<file path="src/rtl/f1_pkg.sv">
// rtl/f1_pkg.sv - shared state type and default sizes for the F1 start-light sequencer
package f1_pkg;

  typedef enum logic [1:0] {
    IDLE,
    FILL,
    HOLD
  } seq_state_t;

  localparam int NUM_LIGHTS_DEF = 8;
  localparam int RAND_W_DEF     = 4;

endpackage

</file>
<file path="src/rtl/tick_down_counter.sv">
// rtl/tick_down_counter.sv - loadable down-counter that flags when the count reaches one
module tick_down_counter #(
  parameter int W = 5
) (
  input  logic         clk,
  input  logic         rst,
  input  logic         load,
  input  logic [W-1:0] load_val,
  input  logic         dec,
  output logic         last
);

  logic [W-1:0] count_q;
  logic [W-1:0] count_d;

  // Saturates at zero so a stray decrement can never wrap to a huge delay.
  always_comb begin
    count_d = count_q;
    if (load) begin
      count_d = load_val;
    end else if (dec && (count_q != '0)) begin
      count_d = count_q - W'(1);
    end
  end

  always_ff @(posedge clk) begin
    if (rst) begin
      count_q <= '0;
    end else begin
      count_q <= count_d;
    end
  end

  assign last = (count_q == W'(1));

endmodule

</file>
<file path="src/rtl/f1_light_sequencer.sv">
// rtl/f1_light_sequencer.sv - lights lamps one per tick, holds a random delay, then pulses go
module f1_light_sequencer
  import f1_pkg::*;
#(
  parameter int NUM_LIGHTS = NUM_LIGHTS_DEF,
  parameter int RAND_W     = RAND_W_DEF,
  parameter int MIN_DELAY  = 1
) (
  input  logic                  clk,
  input  logic                  rst,
  input  logic                  trigger,
  input  logic                  tick,
  input  logic [RAND_W-1:0]     rand_in,
  output logic                  lfsr_en,
  output logic [NUM_LIGHTS-1:0] lights,
  output logic                  busy,
  output logic                  go
);

  localparam int CW = RAND_W + 1;

  seq_state_t            state_q, state_d;
  logic [NUM_LIGHTS-1:0] lights_q, lights_d;
  logic                  go_q, go_d;
  logic                  cnt_load;
  logic                  cnt_dec;
  logic                  cnt_last;
  logic [CW-1:0]         cnt_load_val;

  // One bit wider than rand_in so rand_in + MIN_DELAY never wraps.
  assign cnt_load_val = {1'b0, rand_in} + CW'(MIN_DELAY);
  assign cnt_dec      = tick && (state_q == HOLD);

  tick_down_counter #(
    .W(CW)
  ) u_delay_cnt (
    .clk     (clk),
    .rst     (rst),
    .load    (cnt_load),
    .load_val(cnt_load_val),
    .dec     (cnt_dec),
    .last    (cnt_last)
  );

  always_comb begin
    state_d  = state_q;
    lights_d = lights_q;
    go_d     = 1'b0;
    cnt_load = 1'b0;
    case (state_q)
      IDLE: begin
        lights_d = '0;
        if (trigger) begin
          state_d = FILL;
        end
      end
      FILL: begin
        if (tick) begin
          lights_d = {lights_q[NUM_LIGHTS-2:0], 1'b1};
          // The lamp being lit now is the last one: capture the random hold length.
          if (&lights_q[NUM_LIGHTS-2:0]) begin
            cnt_load = 1'b1;
            state_d  = HOLD;
          end
        end
      end
      HOLD: begin
        if (tick && cnt_last) begin
          lights_d = '0;
          go_d     = 1'b1;
          state_d  = IDLE;
        end
      end
      default: begin
        lights_d = '0;
        state_d  = IDLE;
      end
    endcase
  end

  always_ff @(posedge clk) begin
    if (rst) begin
      state_q  <= IDLE;
      lights_q <= '0;
      go_q     <= 1'b0;
    end else begin
      state_q  <= state_d;
      lights_q <= lights_d;
      go_q     <= go_d;
    end
  end

  assign lights  = lights_q;
  assign go      = go_q;
  assign busy    = (state_q != IDLE);
  assign lfsr_en = (state_q != HOLD);

endmodule
</file>
<file path="config.mk">
export PLATFORM = sky130hd
export DESIGN_NAME = f1_light_sequencer
export DESIGN_NICKNAME = d
export VERILOG_FILES = /design/src/rtl/f1_pkg.sv /design/src/rtl/tick_down_counter.sv /design/src/rtl/f1_light_sequencer.sv
export SDC_FILE = /design/constraint.sdc
export NUM_CORES = 1
export LEC_CHECK = 0
export BUFFER_PORTS_ARGS = -buffer_cell sky130_fd_sc_hd__buf_2
export CAP_MARGIN = 20
export CORE_MARGIN = 1
export CORE_UTILIZATION = 35
export CTS_CLUSTER_SIZE = 12
export DETAILED_ROUTE_END_ITERATION = 7
export SKIP_CTS_REPAIR_TIMING = 1
export SYNTH_ARGS = -nofsm -noshare
export SYNTH_HDL_FRONTEND = slang
export SYNTH_SLANG_ARGS = --single-unit
</file>
<file path="constraint.sdc">
create_clock -name clk -period 3.2 [get_ports clk]
set_input_delay 0.32 -clock clk [delete_from_list [all_inputs] [get_ports clk]]
set_output_delay 0.32 -clock clk [all_outputs]
set_load 0.01 [all_outputs]
</file>
==> run metrics <==
outcome finished, final reports clean; CTS tree done; worst-path maximum fanout 5; GRT Util Overall 14.5%; first-pass GRT wire length 2710 um; fin crit period 1.70 ns; Distinct cells, synth 33; layout cells sized above 1 32.3%; post-synth top area cell dfxtp_1; top-level I/O count 19; Yosys reg bits 16; Syn Inst Count 80; Starting Density 39.0%; count of input and output buffers 18; initial antenna violation count 0; Detail Route Antenna Nets 0; DRT Pass-1 Iters 5; Core ar. 2060 sq um; Worst-Skew Late Latency 0.29 ns; P_leak 0.000354 uW; post-synthesis sequential area ratio 39.9%; total grt overflow 0; fillers 198; Chip Height 49.9 um; Hold Path Depth 3; Rel. slew slack 67.5%; number of cell rows 16; hold endpoint state_q[0]; fmax 590 MHz; CTS Buf Count 3; RSZ-0062 raised after global routing no; maximum vdd drop 0.178 mV; Residual DRC 0; DR WL/cell 13.0 um; max cap viols 0; # setup viols final 0; CP Launch Type flop; Worst Hold Slack 0.288 ns; vias in the first global route 608; post-synth net total 91; count of final max-slew check failures 0; FF-to-FF setup slack 1.50 ns; Crit. End Element flop; worst r2r src u_delay_cnt.count_q[0]; most area-consuming cells after synthesis dfxtp_1 (40%), a22o_1 (7.6%), ha_1 (4.7%); RR Endpoint u_delay_cnt.count_q[1]; die width 49.9 um; Worst Tran Pin Value 0.484 ns; syn avg cell area 10.0 sq um; hpwl dp 1170 um; routed vias/inst 5.44; Final Skew 0.00421 ns; drt total wl 1640 um; area added between synthesis and finish 17.8%; Core Util, Final 45.9%; die footprint 2490 sq um; pin count of the biggest net entering global routing 12; WP data required 3.42 ns; clock root buffer clkbuf_4; GPL Wtd Cong 0.729; clock buffer depth 2; Final Hold Viols 0; Synth Warn # 0; EDFF count, synth 0; H-tree depth 1; top_reg_cell synth dfxtp_1; critical path data arrival time 1.91 ns; hold path start trigger; Initial DRC Count 23; worst reg2reg path depth 5; worst setup path category reg -> reg; Cell Area, Synth 803 sq um; Clock Sinks 16; share of the synthesized area in the top cell type 39.9%; clk slew on worst S/H paths 0.10 ns; ANT cells 0; PwrDens 385 nW/um^2; DR vias 685; Setup TNS Final 0 ns; Hold WC Path Type in -> reg; Nets 111; Final Cycle Share 53.0%; fraction of registers with async set/reset 0%
state kept, by name (all words and copies together) (netlist names):
register             flops
lights                   8
u_delay_cnt.count_q      5
state_q                  2
go                       1
area by class of cell:
| type | count | area [sq um] | share of cell area [%] |
|---|---|---|---|
| clock buffers | 4 | 36.3 | 3.84 |
| flip-flops and latches | 16 | 320 | 33.9 |
| well taps | 27 | 33.8 | 3.57 |
| multi-input cells | 57 | 450 | 47.6 |
| repair buffers | 18 | 90.1 | 9.52 |
| inverters | 4 | 15.0 | 1.59 |
critical path, cell delays in order (launching register included):
cell and delay, ns:
dfxtp_1 0.43, inv_1 0.07, ha_1 0.21, a31oi_1 0.36
mux2_2 0.39, o31ai_2 0.16
power by group:
group,switching [uW],internal [uW]
clock network,68.2,69.4
registers,2.69,201
logic,12.5,10.9
total,83.4,281
cell families (layout without fill, tap and decap cells):
logic type	after synthesis	after routing	share of synthesized area (%)
simple gates	29	29	24.3
buf+inv	7	26	4.05
mux	1	1	1.40
flops	16	16	39.9
xor+xnor	3	3	3.27
fa+ha+maj	3	3	4.67
compound gates	21	21	22.4
routing by layer:
layer  GRT usage, %  wire (um)  vias to the layer above
met3           4.94        106                        5
met2           18.7        676                       28
met4           7.14         37                        0
met1           20.7        824                      305
met5              0          0                        -
li1               -          -                      347
worst max-delay path by stage:
stage / start / end / slack (ns) / cells past startpoint
3_3_place_gp: u_delay_cnt.count_q[0] / u_delay_cnt.count_q[1] / 1.65 / 5
4_1_cts: u_delay_cnt.count_q[0] / u_delay_cnt.count_q[1] / 1.54 / 5
3_5_place_dp: u_delay_cnt.count_q[0] / u_delay_cnt.count_q[1] / 1.58 / 5
5_1_grt: state_q[1] / u_delay_cnt.count_q[1] / 1.45 / 4
6_report: u_delay_cnt.count_q[0] / u_delay_cnt.count_q[1] / 1.50 / 5
2_1_floorplan: u_delay_cnt.count_q[0] / u_delay_cnt.count_q[1] / 1.69 / 5
stage by stage:
step | setup slack, ns | std cells | cell area, sq um | power [uW]
6_report | 1.50 | 126 | 946 | 364
5_1_grt | 1.45 | 126 | 946 | 382
4_1_cts | 1.54 | 126 | 946 | 367
3_5_place_dp | 1.58 | 122 | 910 | 232
3_3_place_gp | 1.65 | 122 | 910 | 231
2_1_floorplan | 1.69 | 80 | 803 | 222
layout by cell type, fill, tap and decap left out, drive strengths merged, types with 2 or more instances in the layout:
master / synthesis / final
nand3b: 3 / 3
nand2: 2 / 2
a21oi: 4 / 4
ha: 3 / 3
inv: 4 / 4
a21o: 2 / 2
nand3: 4 / 4
a211oi: 4 / 4
nor4: 4 / 4
buf: 3 / 18
a22o: 7 / 7
nor2: 3 / 3
nand4: 3 / 3
nor3: 5 / 5
xnor2: 2 / 2
clkbuf: 0 / 4
dfxtp: 16 / 16
synth_stat cells, drive strengths merged (2+ instances only):
cell type,n
dfxtp,16
a22o,7
nor3,5
a211oi,4
a21oi,4
inv,4
nand3,4
nor4,4
buf,3
ha,3
nand3b,3
nand4,3
nor2,3
a21o,2
nand2,2
xnor2,2
(Power assumes the default switching activity.)
